File: src/rtl/sweep_counter.sv
// Sweep generator: ramps a value between programmable bounds in up-only,
// down-only or triangle mode, for a programmable number of sweeps.
// A start pulse latches the configuration. Hold freezes the sweep. Abort
// returns to idle without a done pulse.
module sweep_counter #(
   parameter int WIDTH  = 4,
   parameter int LOOP_W = 4
) (
   input  logic              in_clock,
   input  logic              in_reset,
   input  logic              in_start,
   input  logic [1:0]        in_mode,
   input  logic [WIDTH-1:0]  in_low,
   input  logic [WIDTH-1:0]  in_high,
   input  logic [WIDTH-1:0]  in_step,
   input  logic [LOOP_W-1:0] in_loops,
   input  logic              in_hold,
   input  logic              in_abort,
   output logic              out_ready,
   output logic [WIDTH-1:0]  out_value,
   output logic              out_dir,
   output logic              out_done,
   output logic              out_error
);

   typedef enum logic [1:0] {
      ST_IDLE = 2'd0,
      ST_UP   = 2'd1,
      ST_DOWN = 2'd2
   } state_t;

   state_t              r_state;
   logic [WIDTH-1:0]    r_value;
   logic                r_dir;
   logic                r_done;
   logic                r_error;
   logic [LOOP_W-1:0]   r_loop_cnt;

   // Configuration captured on the accepted start edge
   logic [1:0]          r_mode;
   logic [WIDTH-1:0]    r_low;
   logic [WIDTH-1:0]    r_high;
   logic [WIDTH-1:0]    r_step;
   logic [LOOP_W-1:0]   r_loops;

   logic                w_mode_up;
   logic                w_mode_down;
   logic                w_mode_tri;
   logic [WIDTH:0]      w_sum;
   logic [WIDTH:0]      w_low_lim;
   logic [WIDTH-1:0]    w_up_step;
   logic [WIDTH-1:0]    w_dn_step;
   logic [WIDTH-1:0]    w_next;
   logic [WIDTH-1:0]    w_term;
   logic                w_complete;
   logic [LOOP_W-1:0]   w_cnt_inc;
   logic                w_final;
   logic                w_cfg_bad;
   state_t              w_next_state;

   assign w_mode_up   = (r_mode == 2'b00);
   assign w_mode_down = (r_mode == 2'b01);
   assign w_mode_tri  = r_mode[1];

   // One extra bit on both comparisons so a step past either bound clamps
   // to the bound instead of wrapping around.
   assign w_sum     = {1'b0, r_value} + {1'b0, r_step};
   assign w_low_lim = {1'b0, r_low} + {1'b0, r_step};
   assign w_up_step = (w_sum >= {1'b0, r_high}) ? r_high : w_sum[WIDTH-1:0];
   assign w_dn_step = ({1'b0, r_value} < w_low_lim) ? r_low : (r_value - r_step);

   // Next value on an active cycle. Single-direction modes sitting on their
   // terminal value reload the start value. This only happens after a
   // completed, non-final sweep, or when low equals high.
   always_comb begin
      w_next = w_dn_step;
      if (r_state == ST_UP) begin
         if (w_mode_up && (r_value == r_high)) begin
            w_next = r_low;
         end else begin
            w_next = w_up_step;
         end
      end else begin
         if (w_mode_down && (r_value == r_low)) begin
            w_next = r_high;
         end else begin
            w_next = w_dn_step;
         end
      end
   end

   // A sweep completes on the edge that loads its terminal value
   assign w_term     = w_mode_up ? r_high : r_low;
   assign w_complete = (w_next == w_term);
   assign w_cnt_inc  = r_loop_cnt + 1'b1;
   assign w_final    = (r_loops != '0) && (w_cnt_inc == r_loops);
   assign w_cfg_bad  = (in_low > in_high) || (in_step == '0);

   // Triangle direction turns at the bounds. When low equals high the
   // sweep stays in UP and each pass is a single cycle at the bound.
   always_comb begin
      w_next_state = r_state;
      if (w_mode_tri) begin
         if ((r_state == ST_UP) && (w_next == r_high) && (r_low != r_high)) begin
            w_next_state = ST_DOWN;
         end else if ((r_state == ST_DOWN) && (w_next == r_low)) begin
            w_next_state = ST_UP;
         end
      end
   end

   // Main sweep state machine with registered outputs
   always_ff @(posedge in_clock or posedge in_reset) begin
      if (in_reset) begin
         r_state    <= ST_IDLE;
         r_value    <= '0;
         r_dir      <= 1'b0;
         r_done     <= 1'b0;
         r_error    <= 1'b0;
         r_loop_cnt <= '0;
         r_mode     <= 2'b00;
         r_low      <= '0;
         r_high     <= '0;
         r_step     <= '0;
         r_loops    <= '0;
      end else begin
         r_done  <= 1'b0;
         r_error <= 1'b0;
         if (r_state == ST_IDLE) begin
            if (in_abort) begin
               r_dir <= 1'b0;
            end else if (!in_hold) begin
               r_dir <= 1'b0;
               if (in_start) begin
                  if (w_cfg_bad) begin
                     r_error <= 1'b1;
                  end else begin
                     r_mode     <= in_mode;
                     r_low      <= in_low;
                     r_high     <= in_high;
                     r_step     <= in_step;
                     r_loops    <= in_loops;
                     r_loop_cnt <= '0;
                     if (in_mode == 2'b01) begin
                        r_value <= in_high;
                        r_dir   <= 1'b0;
                        r_state <= ST_DOWN;
                     end else begin
                        r_value <= in_low;
                        r_dir   <= 1'b1;
                        r_state <= ST_UP;
                     end
                  end
               end
            end
         end else begin
            if (in_abort) begin
               r_state <= ST_IDLE;
               r_dir   <= 1'b0;
            end else if (!in_hold) begin
               r_value <= w_next;
               if (w_complete) begin
                  r_loop_cnt <= w_cnt_inc;
               end
               if (w_complete && w_final) begin
                  // Direction is left as it was for the done cycle and
                  // cleared on the following idle cycle.
                  r_state <= ST_IDLE;
                  r_done  <= 1'b1;
               end else begin
                  r_state <= w_next_state;
                  r_dir   <= (w_next_state == ST_UP);
               end
            end
         end
      end
   end

   assign out_ready = (r_state == ST_IDLE);
   assign out_value = r_value;
   assign out_dir   = r_dir;
   assign out_done  = r_done;
   assign out_error = r_error;

endmodule

File: config.mk
export PLATFORM = sky130hd
export DESIGN_NAME = sweep_counter
export DESIGN_NICKNAME = d
export VERILOG_FILES = /design/src/rtl/sweep_counter.sv
export SDC_FILE = /design/constraint.sdc
export NUM_CORES = 1
export LEC_CHECK = 0
export ABC_AREA = 1
export CAP_MARGIN = 20
export CELL_PAD_IN_SITES_DETAIL_PLACEMENT = 1
export CELL_PAD_IN_SITES_GLOBAL_PLACEMENT = 1
export CORE_MARGIN = 3
export CORE_UTILIZATION = 41
export CTS_CLUSTER_SIZE = 8
export DETAILED_ROUTE_END_ITERATION = 10
export GPL_ROUTABILITY_DRIVEN = 0
export PLACE_DENSITY_LB_ADDON = 0.1
export SLEW_MARGIN = 0
export SYNTH_ARGS = -nofsm -noshare
export SYNTH_HDL_FRONTEND = slang
export SYNTH_SLANG_ARGS = --single-unit
export TNS_END_PERCENT = 20
File: constraint.sdc
create_clock -name in_clock -period 3.5 [get_ports in_clock]
set_clock_uncertainty 0.1 [all_clocks]
set_input_delay 0.35 -clock in_clock [delete_from_list [all_inputs] [get_ports in_clock]]
set_output_delay 0.35 -clock in_clock [all_outputs]
set_load 0.01 [all_outputs]
==> metrics.csv, run 1 <==
stage,metric,value,unit
clock_network,deepest level of the CTS H-tree,2,
setup_path,CP required,3.56,ns
yosys,Synth top area share,27.0,%
cells_and_area,Finished Layout Cells,563,
sta,Slew headroom,56.6,%
status,status,"finished, final reports clean",
grt,number of global-route vias before repair,2964,
grt,first-pass GRT wire length,14.4,mm
routing,drt drc,0,
setup_path,critical path's slowest cell,dfrtp_1,
die,I/O Pins,31,
clock_network,clock slew at reported path FFs,0.08,ns
setup_path,Bufs and invs on worst path,1,
cells_and_area,Filler cells,883,
cells_and_area,Area Overhead vs Synth,22.7,%
yosys,sequential fraction of the synthesis area,27.0,%
setup_path,CP startpoint kind,flop,
yosys,"Net Count, Synth",472,
die,Core Area,6570,um2
yosys,synthesized area per cell,6.79,um2
clock_network,CTS tree,done,
die,FP Rows,29,
placed_design,PortBufs,30,
setup_path,R2R setup slack,0.25,ns
die,die area,8040,um2
setup_path,critical path type,reg -> reg,
die,Die Y,89.7,um
clock_network,Clock Path Buffers,2,
sta,fmax,308,MHz
cells_and_area,fraction of layout cells with a size suffix above 1,14.0,%
yosys,Mapped Area,2870,um2
placed_design,post-DP HPWL,7.22,mm
routing,initial DRC count,174,
grt,Total GRT Usage,23.1,%
routing,ANT nets after route,0,
setup_path,Reg2Reg Depth,22,
routing,Pre-Repair DR Iteration Count,4,
sta,worst-margin pin slew,0.645,ns
sta,final setup fails,0,
routing,Routed WL,9.00,mm
setup_path,Worst R2R End,r_loop_cnt[0]$_DFFE_PP0P_,
clock_network,hold buffer count at cts,0,
routing,Via density,5.34,
setup_path,critical path's largest stage delay,0.42,ns
cells_and_area,ANT cells,0,
clock_network,later-pin clock latency in the skew report,0.29,ns
setup_path,Crit path top cell by count,nand2_1,
die,initial core utilization,43.7,%
grt,GRT overflow,0,
placed_design,placed insts,550,
setup_path,Crit. End Element,flop,
routing,WL/cell,16.0,um
yosys,Yosys reg bits,31,
setup_path,"delay-heaviest family, CP",simple AND/OR/NAND/NOR gates,
yosys,"top cells by area, synth","dfrtp_1 27%, nand2_1 13%, ha_1 10%, inv_1 7.8%, nand3_1 7.3%",
worst_hold_path,Hold WC Path Type,in -> async,
yosys,Netlist cell types,38,
grt,initial antenna violation count,0,
cells_and_area,"commonest non-fill, non-tap cells in the layout","100 x nand2_1, 60 x inv_1, 41 x nand3_1",
sta,ratio of final minimum period to clock period,92.8,%
sta,Fin. Hold Viols,0,
sta,minimum clock period,3.25,ns
yosys,Mapped Cells,423,
yosys,Yosys warning total,0,
cells_and_area,Nets,518,
clock_network,Num CTS Buffers,5,
clock_network,CTS Sinks,31,
yosys,"area leader, netlist",dfrtp_1,
setup_path,reg2reg start,r_step[0]$_DFFE_PP0P_,
setup_path,"critical path, cell by cell",ha_2 -> fa_2 -> xnor2_2 -> ha_1 -> nand2_1 -> nand2_1 -> nand2_1 -> nand3_2 -> nand2_4 -> inv_1 -> nand2_1 -> nand3_1 -> nand3_2 -> nand2_2 -> nand2_1 -> nand2_1 -> nor2_4 -> nand2_1 -> nand2_1 -> nand2_4 -> a21oi_1 -> a21oi_1,
sta,Slew Limit Fails,0,
clock_network,root buf cell,clkbuf_8,
setup_path,Worst EP arrival,3.31,ns
setup_path,CP max FO,8,
cells_and_area,"most common cell after layout, fill and taps aside",nand2_1,
grt,largest net degree at the start of global routing,32,
run,total of max-cap violations,0,
die,chip width,89.7,um
routing,vias,3006,
[final cells by class]
cell class | instances | area [um2] | area share (%)
Sequential cell | 31 | 779 | 22.1
Clock buffer | 6 | 72.6 | 2.06
Tap cell | 93 | 116 | 3.30
Clock inverter | 2 | 12.5 | 0.355
Multi-Input combinational cell | 319 | 1870 | 53.1
Timing Repair Buffer | 47 | 428 | 12.1
Inverter | 65 | 244 | 6.93
[through the flow]
stage / hold WS (ns) / instance area, um2 / setup WS [ns] / setup TNS, ns / util, %
floorplan: 0.316 / 2870 / 0.488 / 0 / -
global route: 0.405 / 3520 / -0.00210 / -0.00210 / 53.6
detailed placement: 0.416 / 3330 / 0.0279 / 0 / 50.8
global placement: 0.404 / 3330 / 0.114 / 0 / 50.8
CTS: 0.368 / 3420 / 0.0259 / 0 / 52.1
finish: 0.348 / 3520 / 0.250 / 0 / 53.6
[flip-flops by register name, summed over array words and instances (netlist names)]
| name | flops |
|---|---|
| out_dir | 1 |
| r_loops | 4 |
| r_high | 4 |
| r_state | 2 |
| r_step | 4 |
| r_mode | 2 |
| out_error | 1 |
| out_done | 1 |
| out_value | 4 |
| r_loop_cnt | 4 |
| r_low | 4 |
[worst min-delay path, delay by kind of cell]
kind     cells  cell delay, ns
buf+inv      3            0.80
[repair_timing]
action	CTS	global route
setup buffers	0	5
setup endpoints to repair	1	8
pin swaps	0	1
gates resized for setup	1	16
[synth_stat cells (all sizes together)]
library cell and n:
o22ai 5, dfrtp 31, fa 3, xor2 9, nor2 43, nor3 5
nor4 4, or2 2, o31ai 1, o21ai 30, o21a 1, xnor2 6
o211ai 2, nand2 113, inv 64, nand4 6, mux2 1, a21oi 19
buf 5, nand3 44, a21boi 1, ha 23, clkinv 1, clkbuf 3
nand3b 1
[cell families (layout without fill, tap and decap cells)]
group,after synthesis,count (layout),share of synthesized area [%]
simple gates,218,218,34.6
buf+inv,73,120,10.1
compound gates,59,59,11.3
flops,31,31,27.0
fa+ha+maj,26,26,12.1
xor+xnor,15,15,4.58
mux,1,1,0.392
[how the worst max path moves through the flow]
| stage | start | to | slack [ns] | depth (start not counted) |
|---|---|---|---|---|
| final | r_step[0]$_DFFE_PP0P_ | r_loop_cnt[0]$_DFFE_PP0P_ | 0.25 | 22 |
| after global routing | r_step[2]$_DFFE_PP0P_ | r_loop_cnt[0]$_DFFE_PP0P_ | -0.002 | 23 |
| after CTS | out_value[0]$_DFFE_PP0P_ | r_loop_cnt[0]$_DFFE_PP0P_ | 0.03 | 20 |
| after detailed placement | out_value[0]$_DFFE_PP0P_ | r_loop_cnt[0]$_DFFE_PP0P_ | 0.03 | 20 |
| after global placement | out_value[0]$_DFFE_PP0P_ | r_loop_cnt[0]$_DFFE_PP0P_ | 0.11 | 20 |
| after floorplan | out_value[0]$_DFFE_PP0P_ | r_loop_cnt[0]$_DFFE_PP0P_ | 0.49 | 20 |
[per-layer routing]
metal  global-route usage [%]  wire (um)  vias to the layer above
met3                     2.65        369                        8
li1                         -          -                     1462
met1                     32.5       4140                     1473
met5                        0          0                        -
met4                     3.11         52                        0
met2                     39.2       4440                       63
Power of run 1 is left out: the tool's default activity adds up to more than one toggle a clock period on the data nets, which glitch-free logic cannot reach.
==> run 2, diff against run 1 <==
--- a/config.mk
+++ b/config.mk
@@ -10,7 +10,7 @@
 export CELL_PAD_IN_SITES_DETAIL_PLACEMENT = 1
 export CELL_PAD_IN_SITES_GLOBAL_PLACEMENT = 1
 export CORE_MARGIN = 3
-export CORE_UTILIZATION = 41
+export CORE_UTILIZATION = 25
 export CTS_CLUSTER_SIZE = 8
 export DETAILED_ROUTE_END_ITERATION = 10
 export GPL_ROUTABILITY_DRIVEN = 0
==> metrics.csv, run 2 (synthesis results as in run 1) <==
stage,metric,value,unit
setup_path,Crit path top cell by count,nand2_1,
grt,GRT overflow,0,
clock_network,Num CTS Buffers,5,
setup_path,Crit. End Element,flop,
routing,Pre-Repair DR Iteration Count,4,
setup_path,critical path's slowest cell,dfrtp_1,
cells_and_area,"commonest non-fill, non-tap cells in the layout","99 x nand2_1, 60 x inv_1, 40 x nand3_1",
sta,fmax,311,MHz
routing,drt drc,0,
setup_path,critical path's largest stage delay,0.42,ns
placed_design,placed cell area,3410,um2
sta,Fin. Hold Viols,0,
grt,first-pass GRT wire length,15.4,mm
grt,largest net degree at the start of global routing,32,
routing,ANT nets after route,0,
cells_and_area,fraction of layout cells with a size suffix above 1,13.2,%
routing,Routed WL,9.22,mm
setup_path,CP max FO,8,
grt,number of global-route vias before repair,3035,
grt,busiest metal layer after global routing,met2,
placed_design,post-DP HPWL,7.59,mm
clock_network,later-pin clock latency in the skew report,0.28,ns
setup_path,CP required,3.56,ns
cells_and_area,Nets,517,
run,total of max-cap violations,0,
setup_path,"critical path, cell by cell",buf_4 -> ha_1 -> nand2_1 -> nand3_1 -> xnor2_1 -> ha_1 -> nand2_1 -> nand3_2 -> nand2_4 -> nand2_1 -> nand3_1 -> nand2_1 -> nand2_1 -> nand3_1 -> nand2_1 -> inv_1 -> nor2_4 -> nand2_1 -> nand2_1 -> nand2_4 -> a21oi_1 -> a21oi_1,
setup_path,Worst EP arrival,3.27,ns
sta,Slew headroom,57.4,%
setup_path,"delay-heaviest family, CP",simple AND/OR/NAND/NOR gates,
cells_and_area,Area Overhead vs Synth,26.2,%
clock_network,root buf cell,clkbuf_16,
placed_design,PortBufs,30,
clock_network,clock slew at reported path FFs,0.05,ns
worst_hold_path,Hold WC Path Type,in -> async,
die,chip width,113,um
sta,Hold Slack,0.365,ns
setup_path,CP startpoint kind,flop,
sta,Final TNS setup,0,ns
sta,final setup fails,0,
grt,Total GRT Usage,15.1,%
clock_network,deepest level of the CTS H-tree,2,
grt,met3 Usage GRT,2.14,%
setup_path,reg2reg start,r_step[2]$_DFFE_PP0P_,
sta,worst-margin pin slew,0.632,ns
sta,Slew Limit Fails,0,
setup_path,critical path type,reg -> reg,
cells_and_area,"most common cell after layout, fill and taps aside",nand2_1,
cells_and_area,"Design Area, Final",3620,um2
die,Core Area,11000,um2
grt,initial antenna violation count,0,
setup_path,Worst R2R End,r_loop_cnt[0]$_DFFE_PP0P_,
grt,GRT met2 Usage,25.5,%
setup_path,crit path launch,r_step[2]$_DFFE_PP0P_,
clock_network,CTS tree,done,
cells_and_area,post-layout util,32.9,%
cells_and_area,ANT cells,0,
routing,Via density,4.62,
die,Die Y,113,um
setup_path,Reg2Reg Depth,22,
routing,vias,2810,
sta,minimum clock period,3.21,ns
clock_network,Clock Path Buffers,2,
status,status,"finished, final reports clean",
routing,initial DRC count,72,
die,I/O Pins,31,
clock_network,CTS Sinks,31,
grt,GR Util met1,20.4,%
sta,ratio of final minimum period to clock period,91.8,%
setup_path,Bufs and invs on worst path,2,
setup_path,R2R setup slack,0.29,ns
die,die area,12800,um2
routing,WL/cell,15.2,um
die,initial core utilization,26.0,%
die,FP Rows,38,
[run 2: changes by cell type in the layout (fill, tap and decap cells not counted), sizes merged]
cell      change
buf           -1
clkinvlp      -1
[run 2: cell type report]
cell class | instances | area [um2]
fillers | 1383 | 7410
well taps | 140 | 175
multi-input cells | 319 | 1860
flip-flops and latches | 31 | 777
clock buffers | 6 | 139
inverters | 65 | 244
repair buffers | 46 | 420
clock inverters | 1 | 5.00
[run 2: routing by layer]
| metal | routed length (um) | part of all wire [%] | vias up |
|---|---|---|---|
| met5 | 0 | 0 | - |
| met4 | 74 | 0.80 | 0 |
| met3 | 204 | 2.2 | 5 |
| met2 | 4320 | 47 | 30 |
| met1 | 4630 | 50 | 1322 |
| li1 | - | - | 1453 |
[run 2: worst max-delay path by stage]
stage          depth (start not counted)                        end  slack (ns)
4_1_cts                               22  r_loop_cnt[0]$_DFFE_PP0P_        0.04
3_5_place_dp                          22  r_loop_cnt[0]$_DFFE_PP0P_        0.05
3_3_place_gp                          22  r_loop_cnt[0]$_DFFE_PP0P_        0.13
2_1_floorplan                         20  r_loop_cnt[0]$_DFFE_PP0P_        0.49
6_report                              22  r_loop_cnt[0]$_DFFE_PP0P_        0.29
5_1_grt                               23  r_loop_cnt[0]$_DFFE_PP0P_      -0.009
[run 2: through the flow]
stage               setup WS [ns]  cells
detailed placement         0.0537    599
floorplan                   0.488    423
CTS                        0.0436    606
finish                      0.287    608
global route             -0.00933    608
global placement            0.130    599
[run 2: timing repair]
item | in CTS | in global routing
setup endpoints to repair | 0 | 8
gates resized for setup | 0 | 14
hold endpoints to repair | 0 | 0
buffers inserted | 0 | 2
hold buffers | 0 | 0
[run 2: tightest hold or removal path: cells and delay by family]
kind | cells | cell delay (ns)
buf+inv | 3 | 0.81
Power of run 2 is left out for the same reason.
==> patch 1 (config.mk and constraints of run 1) <==
`LOOP_W`: 4 -> 6.
--- a/src/rtl/sweep_counter.sv
+++ b/src/rtl/sweep_counter.sv
@@ -4,7 +4,7 @@
 // returns to idle without a done pulse.
 module sweep_counter #(
    parameter int WIDTH  = 4,
-   parameter int LOOP_W = 4
+   parameter int LOOP_W = 6
 ) (
    input  logic              in_clock,
    input  logic              in_reset,
Ports: changed (resized in_loops); port bits go from 31 to 33. No check against the original RTL was run, so the function may have changed too.
==> patch 1 against run 1 <==
Wire length rose by 2.8%. Area after synthesis rose by 9.1%. Sequential cell count rose by 4. Cell count rose by 3.2%. Largest cell class unchanged. Setup slack got worse by 0.024 ns. Design area rose by 7.6%.
Power is left out: the tool's default activity adds up to more than one toggle a clock period on the data nets, which glitch-free logic cannot reach.
==> patch 1: results (changes against run 1) <==
Parameter                              Value

Outcome
  Status ... completed

Cells and area
  Count of non-filler cells in the finished layout ... 581 (+3.2%)
  Fraction of final layout cells with drive strength greater than 1 ... 0.158 (+0.0173)
  Net count reported at finish ... 532 (+2.7%)

STA
  Worst slew margin relative to its limit ... 0.610 (+0.0442)

Clock tree
  Clock latency at the later pin of the worst-skew pair ... 0.30 ns
  Number of buffers added by the clock tree synthesis step ... 5 (unchanged)

Placed design
  Total half-perimeter wirelength after legalization and detailed placement ... 7340 um (+1.7%)
  IO buf count ... 32 (+6.7%)
  Cells after DPL ... 571 (+3.8%)

Setup path
  Largest fanout of any net on the critical path ... 7 (-1)
  Data arrival at the endpoint of the critical path ... 3.36 ns (+0.05 ns)
  Reg2reg start ... r_step[0]$_DFFE_PP0P_
  Reg-to-reg endpoint ... r_loop_cnt[2]$_DFFE_PP0P_
  Count of cells along the worst register-to-register path ... 21 (-4.5%)
  Register-to-register path setup slack ... 0.23 ns (-0.02 ns)

Logic synthesis
  Number of different library cells in the post-synthesis netlist ... 44 (+16%)
  Most common library cells after synthesis ... nand2_1, inv_1, nor2_1
  Average cell area after synthesis ... 7.12 sq um (+4.9%)
  Top cells by area, synth ... dfrtp_1, nand2_1, ha_1
  Fraction of the yosys area taken by sequential cells ... 0.280 (+0.00940)
  Net count after synthesis ... 491 (+4.0%)

GRT
  Met2 Track Usage GR ... 0.354 (-0.0379)
  Antenna violations before repair ... 0 (unchanged)
  Total global routing track utilization ... 0.216 (-0.0154)
  Met3 usage ... 0.0249 (-0.00152)
  First-pass GRT wire length ... 14800 um (+3.2%)
  Global Route met1 Usage ... 0.301 (-0.0235)
  Maximum number of pins on one net before global-route repair ... 36 (+13%)
  Vias in the first global route ... 3031 (+2.3%)

Route
  Highest metal layer used by the detailed router ... met4
  Routed length per placed instance ... 15.9 um (-0.34%)
  Detailed route wirelength on metal2 ... 4370 um (-1.5%)
  Routed length on met3 ... 360 um (-2.4%)
  Drt via density ... 5.22 (-2.2%)
  Detailed router's first-iteration violation count ... 162 (-6.9%)
  Detailed-route wire length on metal 1 ... 4390 um (+6.0%)
-- patch 1: cell count changes after synthesis, moves of 5 or more --
cell	change
nand2_2	+7
o21ai_0	-6
nand3_1	-14
nand4_1	+5
nor2_1	+8
-- patch 1: kinds of logic (layout without fill, tap and decap cells) --
logic type      after synthesis  in the layout  share of synthesized area
flops                        35             35                      0.280
xor+xnor                     16             16                     0.0447
fa+ha+maj                    26             26                      0.111
buf+inv                      72            114                     0.0966
compound gates               55             55                      0.105
simple gates                232            232                      0.348
mux                           4              4                     0.0144
-- patch 1: critical path, cell delays in order, from the launching register on --
cell and delay [ns]:
dfrtp_2 0.46, ha_4 0.19, fa_2 0.38, xnor2_2 0.15, ha_1 0.31, nand2_1 0.06, nand2_1 0.05, a21oi_1 0.06
nand2_1 0.12, nand2_2 0.11, nand2_1 0.09, nand3_1 0.12, nand2_2 0.15, nand2_2 0.09, nand2_1 0.09, nand2_2 0.07
nor2_4 0.13, a21oi_4 0.09, nor2_8 0.18, inv_4 0.07, nand2_1 0.05, nand2_1 0.05
-- patch 1: repair_timing --
action | 4_1_cts | 5_1_grt
endpoints found under the setup margin | 0 | 9
endpoints found under the hold margin | 0 | 0
buffers inserted | 0 | 2
resized for setup | 0 | 13
-- patch 1: area by class of cell --
class	instances	area, sq um
fill	952	3540
sequential	35	878
clock inverter	3	43.8
tap	99	124
clock buffer	5	68.8
inverter	62	241
multi-input combinational	333	2010
timing repair buffer	44	423
-- patch 1: stage by stage --
step	area, sq um	setup WS (ns)	setup TNS (ns)	hold WS (ns)
CTS	3720	0.165	0	0.369
global placement	3600	0.265	0	0.368
finish	3790	0.226	0	0.348
detailed placement	3600	0.186	0	0.378
global route	3790	-0.0553	-0.314	0.386
floorplan	3130	0.454	0	0.316
==> patch 2 (settings of run 1) <==
Made on the original files. Re-encode `state_t` (3 states) as one-hot, 3 bits wide.
--- a/src/rtl/sweep_counter.sv
+++ b/src/rtl/sweep_counter.sv
@@ -23,10 +23,10 @@
    output logic              out_error
 );
 
-   typedef enum logic [1:0] {
-      ST_IDLE = 2'd0,
-      ST_UP   = 2'd1,
-      ST_DOWN = 2'd2
+   typedef enum logic [2:0] {
+      ST_IDLE = 3'b001,
+      ST_UP   = 3'b010,
+      ST_DOWN = 3'b100
    } state_t;
 
    state_t              r_state;
Check against the original RTL: no difference found for any inputs over 4 cycles, from zero or initial values and one cycle with in_reset high; so few cycles prove little.
==> patch 2 against run 1 <==
Sequential cell count is 1 higher. Cell count is 1.4% lower. Area after synthesis is 0.30% lower. Setup slack worse by 0.073 ns. Wire length grew 0.93%. Design area is 1.2% higher. Critical path depth fell by 2. Critical endpoint is now r_state[1]$_DFFE_PP0P_. Highest routed layer unchanged.
Power is not shown: default switching activity piles up to over one toggle a cycle in this logic, so the estimate is an artifact.
==> patch 2: results (changes against run 1) <==
Parameter                              Value

Outcome
  Status ... completed

GRT
  Vias in the first global route ... 3049 (+2.9%)
  First-pass GRT wire length ... 15000 um (+4.4%)
  Maximum number of pins on one net before global-route repair ... 33 (+3.1%)
  Antenna violations before repair ... 0 (unchanged)
  Total global routing track utilization ... 0.245 (+0.0138)

Route
  Routed length per placed instance ... 16.4 um (+2.4%)
  Drt via density ... 5.26 (-1.4%)
  Detailed router's first-iteration violation count ... 168 (-3.4%)

Logic synthesis
  Fraction of the yosys area taken by sequential cells ... 0.280 (+0.0100)
  Net count after synthesis ... 465 (-1.5%)
  Top cells by area, synth ... dfrtp_1, nand2_1, ha_1
  Most common library cells after synthesis ... nand2_1, inv_1, nor2_1
  Number of different library cells in the post-synthesis netlist ... 36 (-5.3%)
  Yosys warning count ... 0 (unchanged)

Clock tree
  CTS-repair resized insts ... 0 (-1)
  CTS clk-pin slew, worst paths ... 0.08 ns (about the same)

Setup path
  Data arrival at the endpoint of the critical path ... 3.41 ns (+0.10 ns)
  Register-to-register path setup slack ... 0.18 ns (-0.07 ns)
  Count of cells along the worst register-to-register path ... 20 (-9.1%)
  Worst setup endpoint ... r_state[1]$_DFFE_PP0P_
  Reg2reg start ... r_low[2]$_DFFE_PP0P_
  Largest fanout of any net on the critical path ... 5 (-3)

Placed design
  Post-Place Setup Slack ... 0.0562 ns (+0.0284 ns)
  Total half-perimeter wirelength after legalization and detailed placement ... 7040 um (-2.5%)
  IO buf count ... 30 (unchanged)

Cells and area
  Fraction of final layout cells with drive strength greater than 1 ... 0.147 (+0.00676)
  Area growth from synthesis to layout ... 24.5%
  Net count reported at finish ... 510 (-1.5%)

STA
  Slew at the pin closest to its max-slew limit ... 0.961 ns (+0.317 ns)
  Final Cycle Share ... 0.949 (+0.0208)
  Worst hold slack ... 0.348 ns (-0.000120 ns)
  Final setup violation count ... 0 (unchanged)
==> patch 2: cell count changes after synthesis, sizes merged, moves of 2 or more <==
cell / change
a211oi: +2
inv: +5
mux2: +2
nand2: -12
nand3: -7
nand4: -2
nor2: -2
nor3: +2
o21ai: -3
xor2: +2
==> patch 2: routing by layer <==
layer  GRT usage  vias to the layer above  share of wire
met4      0.0744                        0          0.015
met3      0.0286                       11          0.032
met5           0                        -              0
li1            -                     1433              -
met1       0.330                     1421           0.47
met2       0.410                       57           0.48
==> patch 2: stage by stage <==
step	instance area, sq um	cells
2_1_floorplan	2860	416
6_report	3560	555
3_3_place_gp	3350	545
3_5_place_dp	3350	545
5_1_grt	3560	555
4_1_cts	3460	553
==> patch 2: final cells by class <==
cell class	count	area, sq um
clock buffer	5	68.8
clock inverter	3	42.5
fill	858	3000
inverter	70	263
multi-input combinational	305	1840
sequential	32	803
tap	93	116
timing repair buffer	47	428
==> patch 2: worst max-delay path: stages, from the launching register on <==
cell     delay, ns
dfrtp_1       0.41
ha_1          0.40
nand2_1       0.11
nand3_1       0.11
xnor2_1       0.15
ha_1          0.32
nand4_1       0.13
nand2_2       0.13
nand2_2       0.09
o21ai_0       0.19
nand2_1       0.10
nand2_2       0.09
nand2_2       0.10
nand2_1       0.10
nand3_2       0.11
nor2_4        0.17
nand2_1       0.08
nand2_1       0.12
nor2_1        0.05
nor2_1        0.09
nor2_1        0.05
==> patch 2: kinds of logic (layout without fill, tap and decap cells) <==
kind of cell    Yosys count  after routing  synth area share
xor+xnor                 16             16            0.0489
flops                    32             32             0.280
compound gates           62             62             0.120
mux                       3              3            0.0118
fa+ha+maj                26             26             0.122
simple gates            198            198             0.312
buf+inv                  79            125             0.106
